$ cat src/rtl/avl_master_split.sv
// Avalon-MM master that turns right-justified, possibly unaligned processor accesses into word beats.
// Define AVL_MASTER_SPLIT_EN to issue a second beat for lanes crossing the word boundary; otherwise those lanes are dropped and misalign_err pulses.

module avl_master_split #(
  parameter int DATA_W = 32,
  parameter int ADDR_W = 32
) (
  input  logic                clk,
  input  logic                rst,
  input  logic [DATA_W-1:0]   avl_readdata,
  input  logic                avl_waitrequest,
  output logic [ADDR_W-1:0]   avl_address,
  output logic [DATA_W/8-1:0] avl_byteenable,
  output logic [DATA_W-1:0]   avl_writedata,
  output logic                avl_read,
  output logic                avl_write,
  input  logic [ADDR_W-1:0]   address,
  input  logic [DATA_W-1:0]   write_data,
  input  logic [DATA_W/8-1:0] byteenable,
  input  logic                read_select,
  input  logic                write_select,
  output logic [DATA_W-1:0]   read_data,
  output logic                busy,
  output logic                misalign_err
);

  localparam int BE_W  = DATA_W / 8;
  localparam int OFF_W = $clog2(BE_W);

`ifdef AVL_MASTER_SPLIT_EN
  localparam bit SPLIT_EN = 1'b1;
`else
  localparam bit SPLIT_EN = 1'b0;
`endif

  typedef enum logic [1:0] {IDLE, BEAT0, BEAT1} state_t;

  state_t                state_q, state_d;
  logic                  req_valid, lo_in, hi_in, accept, null_req;
  logic                  need_beat1, final_beat, read_done, op_read_q;
  logic [OFF_W-1:0]      off_in, off_q;
  logic [2*BE_W-1:0]     lanes_in, lanes_q;
  logic [2*DATA_W-1:0]   wdata_in, wdata_q, read_pair, read_shift;
  logic [ADDR_W-1:0]     base_in, base_q;
  logic [DATA_W-1:0]     lane_mask, beat_rd, beat0_q, read_data_q;

  assign req_valid  = !rst && (read_select ^ write_select) && (|byteenable);
  assign off_in     = address[OFF_W-1:0];
  assign lanes_in   = {{BE_W{1'b0}}, byteenable} << off_in;
  assign wdata_in   = {{DATA_W{1'b0}}, write_data} << {off_in, 3'b000};
  assign base_in    = {address[ADDR_W-1:OFF_W], {OFF_W{1'b0}}};
  assign lo_in      = |lanes_in[BE_W-1:0];
  assign hi_in      = SPLIT_EN && (|lanes_in[2*BE_W-1:BE_W]);
  assign accept     = (state_q == IDLE) && req_valid && (lo_in || hi_in);
  // Without splitting, a request whose lanes all cross the boundary has nothing to issue.
  assign null_req   = (state_q == IDLE) && req_valid && !(lo_in || hi_in);
  assign need_beat1 = SPLIT_EN && (|lanes_q[2*BE_W-1:BE_W]);

`ifdef AVL_MASTER_SPLIT_EN
  assign misalign_err = 1'b0;
`else
  assign misalign_err = (state_q == IDLE) && req_valid && (|lanes_in[2*BE_W-1:BE_W]);
`endif

  always_comb begin
    lane_mask = '0;
    for (int i = 0; i < BE_W; i++) begin
      lane_mask[8*i +: 8] = {8{avl_byteenable[i]}};
    end
  end

  assign beat_rd    = avl_readdata & lane_mask;
  assign read_pair  = (state_q == BEAT1) ? {beat_rd, beat0_q} : {{DATA_W{1'b0}}, beat_rd};
  assign read_shift = read_pair >> {off_q, 3'b000};
  assign read_done  = final_beat && op_read_q;

  always_comb begin
    read_data = read_data_q;
    if (read_done) begin
      read_data = read_shift[DATA_W-1:0];
    end else if (null_req && read_select) begin
      read_data = '0;
    end
  end

  always_ff @(posedge clk) begin
    if (rst) begin
      state_q <= IDLE;
    end else begin
      state_q <= state_d;
    end
  end

  always_comb begin
    state_d    = state_q;
    busy       = 1'b0;
    final_beat = 1'b0;
    case (state_q)
      IDLE: begin
        if (accept) begin
          busy    = 1'b1;
          state_d = lo_in ? BEAT0 : BEAT1;
        end
      end
      BEAT0: begin
        if (avl_waitrequest) begin
          busy = 1'b1;
        end else if (need_beat1) begin
          busy    = 1'b1;
          state_d = BEAT1;
        end else begin
          final_beat = 1'b1;
          state_d    = IDLE;
        end
      end
      BEAT1: begin
        if (avl_waitrequest) begin
          busy = 1'b1;
        end else begin
          final_beat = 1'b1;
          state_d    = IDLE;
        end
      end
      default: state_d = IDLE;
    endcase
  end

  // Bus outputs are loaded one cycle ahead of each beat and frozen while the slave stalls.
  always_ff @(posedge clk) begin
    if (rst) begin
      avl_address    <= '0;
      avl_byteenable <= '1;
      avl_writedata  <= '0;
      avl_read       <= 1'b0;
      avl_write      <= 1'b0;
      op_read_q      <= 1'b0;
      lanes_q        <= '0;
      wdata_q        <= '0;
      base_q         <= '0;
      off_q          <= '0;
      beat0_q        <= '0;
      read_data_q    <= '0;
    end else begin
      if (accept) begin
        op_read_q <= read_select;
        lanes_q   <= lanes_in;
        wdata_q   <= wdata_in;
        base_q    <= base_in;
        off_q     <= off_in;
        beat0_q   <= '0;
        avl_read  <= read_select;
        avl_write <= write_select;
        if (lo_in) begin
          avl_address    <= base_in;
          avl_byteenable <= lanes_in[BE_W-1:0];
          avl_writedata  <= wdata_in[DATA_W-1:0];
        end else begin
          avl_address    <= base_in + ADDR_W'(BE_W);
          avl_byteenable <= lanes_in[2*BE_W-1:BE_W];
          avl_writedata  <= wdata_in[2*DATA_W-1:DATA_W];
        end
      end else if (state_q == BEAT0 && !avl_waitrequest) begin
        beat0_q <= beat_rd;
        if (need_beat1) begin
          avl_address    <= base_q + ADDR_W'(BE_W);
          avl_byteenable <= lanes_q[2*BE_W-1:BE_W];
          avl_writedata  <= wdata_q[2*DATA_W-1:DATA_W];
        end else begin
          avl_read  <= 1'b0;
          avl_write <= 1'b0;
        end
      end else if (state_q == BEAT1 && !avl_waitrequest) begin
        avl_read  <= 1'b0;
        avl_write <= 1'b0;
      end

      if (read_done) begin
        read_data_q <= read_shift[DATA_W-1:0];
      end else if (null_req && read_select) begin
        read_data_q <= '0;
      end
    end
  end

endmodule

$ cat config.mk
export PLATFORM = sky130hd
export DESIGN_NAME = avl_master_split
export DESIGN_NICKNAME = d
export VERILOG_FILES = /design/src/rtl/avl_master_split.sv
export SDC_FILE = /design/constraint.sdc
export NUM_CORES = 1
export LEC_CHECK = 0
export CORE_UTILIZATION = 43
export CTS_BUF_LIST = sky130_fd_sc_hd__clkbuf_16
export DETAILED_ROUTE_END_ITERATION = 10
export GPL_TIMING_DRIVEN = 0
export PLACE_DENSITY = 0.77
export SYNTH_ARGS = -nofsm -noshare
export SYNTH_HDL_FRONTEND = slang
export SYNTH_SLANG_ARGS = --single-unit
$ cat constraint.sdc
create_clock -name clk -period 2.2 [get_ports clk]
set_clock_uncertainty 0.05 [all_clocks]
set_input_delay 0.44 -clock clk [delete_from_list [all_inputs] [get_ports clk]]
set_output_delay 0.44 -clock clk [all_outputs]
set_load 0.02 [all_outputs]
-- Word level (Yosys, flattened, before mapping)
Index checks and enable logic that the tools add are counted.
- register bits: 139
- output and inout bits: 104
- word-level logic and storage cells: 60
- add/subtract/negate cells: 1
- muxes and demuxes: 19
- bitwise logic cells: 2
- shift-type cells: 3
- reductions and logical operators: 21
- equality and inequality tests: 4
- operators by type and width (kind ; count):
    2-to-1 mux 32 bit ; 4
    2-to-1 mux 64 bit ; 1
    << shifter 32 x 5 -> 64 bit ; 1
    >> shifter 64 x 5 -> 32 bit ; 1
    adder 32 x 3 -> 32 bit, second input constant ; 1
    AND 32 bit ; 1
    OR reduction 4 bit ; 3
    logical AND 1 bit ; 10
    2-to-1 mux 1 bit ; 8
    << shifter 4 x 2 -> 8 bit ; 1
    2-to-1 mux 2 bit ; 3
    2-to-1 mux 4 bit ; 1
    inequality test 2 bit, second input constant ; 2
    one-hot mux 2 bit (2 select lines) ; 1
    OR reduction 2 bit ; 2
    logical NOT 1 bit ; 3
    nonzero test 3 bit ; 1
    == test 2 x 1 -> 1 bit, second input constant ; 1
    == test 2 bit, second input constant ; 1
    logical NOT 2 bit ; 1
    one-hot mux 1 bit (2 select lines) ; 1
    AND reduction 2 bit ; 1
    XOR 1 bit ; 1

-- Longest topological paths before layout
- depth after elaboration: 8
- gate-level depth with buffers: 9

-- Least setup slack after synthesis
Ideal clock, no wire load.
- path type: flip-flop to output port
- start point: register state_q[0]
- end point: output port read_data[2]
- data arrival time: 2.189 ns
- stages on the path, launching flop included: 8
- path slack: -0.479 ns
- path through: dfxtp_1 -> inv_1 -> ha_1 -> clkbuf_1 -> clkbuf_1 -> a21oi_1 -> mux4_2 -> o21ai_0
- longest elaborated chain between the ends: 6
- elaborated cells between the ends (all ways): 13
- those cells by class: eq/ne (2); shift (1); mux (4); reduce/logical (6)
- RTL lines (element ; line ; source):
    from (decl) ; 38 ; state_t state_q, state_d;
    from (signal assigned) ; 90 ; state_q <= state_d;
    branches (longest 5 deep; another with 2-to-1 mux 64 bit) ; -- ;
    2-to-1 mux 32 bit * ; -- ;
    to (decl) ; 22 ; output logic [DATA_W-1:0] read_data,
Mark *: on every way between the ends.

-- Worst setup path in the final report
- start point: input port byteenable[3]
- end point: output port read_data[14]
- longest elaborated chain between the ends: 7
- elaborated cells between the ends (all ways): 10
- those cells by class: shift (1); mux (2); reduce/logical (7)
- RTL lines (element ; line ; source):
    from (decl) ; 19 ; input logic [DATA_W/8-1:0] byteenable,
    << shifter 4 x 2 -> 8 bit or OR reduction 4 bit (tied branches) ; 49, 47 ;
    OR reduction 4 bit or logical AND 1 bit (tied branches) ; 52, 47 ;
    logical NOT 1 bit or logical AND 1 bit (tied branches) ; 56 ; assign null_req = (state_q == IDLE) && req_valid && !(lo_in || hi_in);
    logical AND 1 bit * ; 56 ;
    logical AND 1 bit * ; 81 ; end else if (null_req && read_select) begin
    2-to-1 mux 32 bit * (2 in a row) ; -- ;
Mark *: on every way between the ends. The rest lies on a longest branch, timed or not.

==> results.yml <==
floorplanning:
  floorplan.die.width_um: 130
  die_height_um: 130
  placeableCoreArea_mm2: 0.0159
  die_area_mm2: 0.0169
  rows: 46
  ioPinCount: 209
  floorplan.initialDensity: 0.442
finish:
  postLayoutCellArea_mm2: 0.0121
  final_layout_size_suffix_gt1_frac: 0.313
  syn2layout_area_growth_pct: 71.8
  utilization: 0.759
  fillerInstances: 1107
  multiInputGateArea_mm2: 0.00484
  final_nets: 1327
  antennaDiodeCount: 0
  regArea_mm2: 0.00275
detailed_routing:
  detail_route.first_pass.iterations: 9
  routed_wirelength_um: 31900
  drt.antenna.violating_nets: 0
  num_vias: 8768
  detail_route.drc_violations: 0
  first_iter_violations: 907
  via_per_inst: 6.06
  wire_per_inst_um: 22.1
critical_path:
  critical_setup_path_kind: "in -> out"
  cp_data_arrival_time_ns: 2.53
  setup.worst_path.end_class: "output pin"
  timing.critical_path.fanout_max: 5
  path_buf_inv: 5
  critical_path.max_stage_delay_ns: 0.43
  regToRegEndpoint: "avl_writedata[18]$_SDFFE_PP0P_"
  start_kind: "input port"
  timing.critical_path.max_delay_family: "compound AO/OA/AOI/OAI gates"
  regToRegSetupSlack_ns: -0.28
  worst-endpoint-required_ns: 1.71
  cell_depth_of_the_worst_flop_to_flop_path: 13
  crit_path_frequent_cell: "buf_6"
  critical_path.cell_chain: "dlygate4sd2_1 -> nor2b_1 -> o21bai_2 -> a31oi_4 -> buf_6 -> a222oi_1 -> buf_4 -> inv_2 -> buf_6"
  worst_path_max_delay_cell: "o21bai_2"
  regToRegStartpoint: "state_q[0]$_SDFFE_PP0P_"
yosys:
  synth.top_cells.by_area: "dfxtp_1 (39%), nand2_1 (10%), a21oi_1 (9.0%)"
  synthDominantAreaCellType: "dfxtp_1"
  commonest_cells_post_synth: "nand2_1 (190), dfxtp_1 (137), a21oi_1 (127)"
  share_of_the_synthesized_area_in_compound_gates_ao_oa_aoi_oai: 0.239
  seq_area_frac_synth: 0.389
  post_synth_instance_area_mm2: 0.00705
  synth_top_family_by_area: "compound AO/OA/AOI/OAI gates"
  synth_fa_ha_area_frac: 0.00710
  synth.area.mux_share: 0.0742
  synthCells: 917
  synth-edff-count: 0
  synth_simple_gate_area_frac: 0.233
  leading_cell_type_by_number_of_instances_after_synthesis: "nand2_1"
  synth_top_area_share: 0.389
  ys_warn_count: 0
  yosys.area_share.xor_xnor: 0.00124
  yosys.cell_types.count: 59
  synth-main-ff-cell: "dfxtp_1"
  synth_area_per_cell_um2: 7.68
  async_flop_share: 0
  ys_seq_elements: 137
clock_network:
  worstSkewPairLatency_ns: 0.45
  clock-sinks: 137
  cts-hold-fix-buffers: 0
  clockRootBuffer: "clkbuf_16"
  cts.clk_slew.worst_paths_ns: 0.06
  max-clock-path-buffers: 2
  tritoncts: "built"
  total_clock_buffers_created_by_cts: 17
  cts.htree.levels: 4
global_route:
  grt_first_pass_wirelength_um: 43200
  grt_start_max_net_pins: 20
  antenna_found_initial: 0
  number_of_global_route_vias_before_repair: 8042
  grtUsageTotal: 0.342
  overflow: 0
pwr:
  ir_drop_mv: 0.576
  power.density_cell_area_mw_per_mm2: 629
  p_leak_uw: 0.00468
  total_power_uw: 7610
sta:
  clock.fmax_mhz: 331
  final.period_utilization: 1.37
  min_cycle_time_layout_ns: 3.02
  worst_slew_pin_slew_ns: 0.887
  slew-limit-headroom: 0.408
  hold_slack_ns: 0.405
  setup_repair_after_global_routing_missed_its_margin: "true"
  report.final.hold_viol_count: 0
  slew_viol_final: 0
  timing.final.setup_violations: 155
  layout_setup_ws_ns: -0.819
run:
  timing.max_cap.violations: 0
place:
  post_dp_cell_area_mm2: 0.00959
  place_hpwl_um: 19800
  routabilityCongestion: 0.999
  port-buffer-count: 204
  detailedPlace.worstSlack_ns: -1.49
min_path:
  min_to: "read_data_q[1]$_SDFF_PP0_"
  worst_hold_startpoint: "read_data_q[1]$_SDFF_PP0_"
  worstHoldPathCells: 2
  worst_min_delay_path_class: "reg -> reg"
run_status:
  run_status: "finished, violations left"
  violations_in_the_final_reports: "negative setup slack"
## state kept, by name (all words and copies together) (netlist names)
| signal | count |
|---|---|
| avl_address | 30 |
| avl_writedata | 32 |
| op_read_q | 1 |
| off_q | 2 |
| state_q | 2 |
| avl_write | 1 |
| avl_read | 1 |
| read_data_q | 32 |
| beat0_q | 32 |
| avl_byteenable | 4 |
## cell families after synthesis
family | Yosys count
mux | 45
buf+inv | 89
flops | 137
fa+ha+maj | 4
simple gates | 373
xor+xnor | 1
compound gates | 267
other cells | 1
## routing by layer
| layer | wire [um] | vias to the layer above | global-route usage |
|---|---|---|---|
| met3 | 3450 | 174 | 0.0853 |
| met4 | 2130 | 0 | 0.213 |
| met2 | 14900 | 618 | 0.567 |
| met1 | 11400 | 4126 | 0.397 |
| met5 | 0 | - | 0 |
| li1 | - | 3850 | - |
## power breakdown
part / internal, uW / switching [uW] / leakage [uW] / total [uW]
combinational: 886 / 1000 / 0.00327 / 1890
clock: 1810 / 1270 / 0.000297 / 3080
sequential: 2570 / 75.8 / 0.00111 / 2650
total: 5260 / 2350 / 0.00468 / 7610
## timing repair
action                                  CTS  global route
cloned                                    5            10
endpoints found under the setup margin  166           132
pin swaps                                40            51
resized for setup                       359           158
endpoints found under the hold margin     0             0
setup buffers                            62            19
## placed cells by master (no fill, tap or decap), types with 7 or more instances in the layout
cell type,synthesis,final
o21a_1,8,8
a21oi_1,127,94
buf_6,1,56
nor3_1,10,9
buf_4,8,49
nand2_4,0,7
and3b_1,11,9
nor2_2,0,9
a22o_1,8,8
nand2_2,0,31
mux2i_1,32,23
a31oi_1,13,12
clkdlybuf4s50_1,0,163
mux2_2,8,8
buf_2,15,12
clkbuf_4,0,9
a221o_1,19,19
o21ai_4,0,8
a211oi_2,0,7
dfxtp_1,137,133
o21ai_1,11,16
nand3_1,40,34
o21ai_2,0,9
buf_8,0,8
nand2_1,190,152
a21oi_4,0,14
clkbuf_1,49,21
nor2_1,87,74
clkbuf_16,0,31
a21oi_2,0,19
clkbuf_2,0,13
o211ai_1,9,9
## area by class of cell
type                       count  share of cell area
clock inverter                15              0.0154
timing repair buffer         284               0.245
multi-input combinational    692               0.400
clock buffer                  17              0.0351
inverter                       8             0.00289
tap                          216              0.0223
sequential                   137               0.227
buffer                        78              0.0518
## worst max path at each step
stage	cells after the start	to	slack (ns)	from
after floorplan	7	read_data[1]	-0.04	state_q[0]$_SDFFE_PP0P_
after global placement	9	busy	-1.48	byteenable[0]
after detailed placement	9	busy	-1.49	byteenable[0]
after CTS	9	read_data[1]	-0.67	state_q[0]$_SDFFE_PP0P_
after global routing	8	read_data[8]	-1.00	byteenable[3]
final	9	read_data[14]	-0.82	byteenable[3]
## per-stage QoR
step | TNS (ns) | instances
2_1_floorplan | -0.152 | 918
3_3_place_gp | -121.98 | 1338
3_5_place_dp | -124.84 | 1338
4_1_cts | -19.25 | 1425
5_1_grt | -51.20 | 1447
6_report | -39.45 | 1447
## tightest hold or removal path: stages, from the launching register on
cell,delay [ns]
dfxtp_1,0.31
nand2_1,0.05
o21ai_1,0.05
Note: power is estimated with default switching activity, not from simulation.
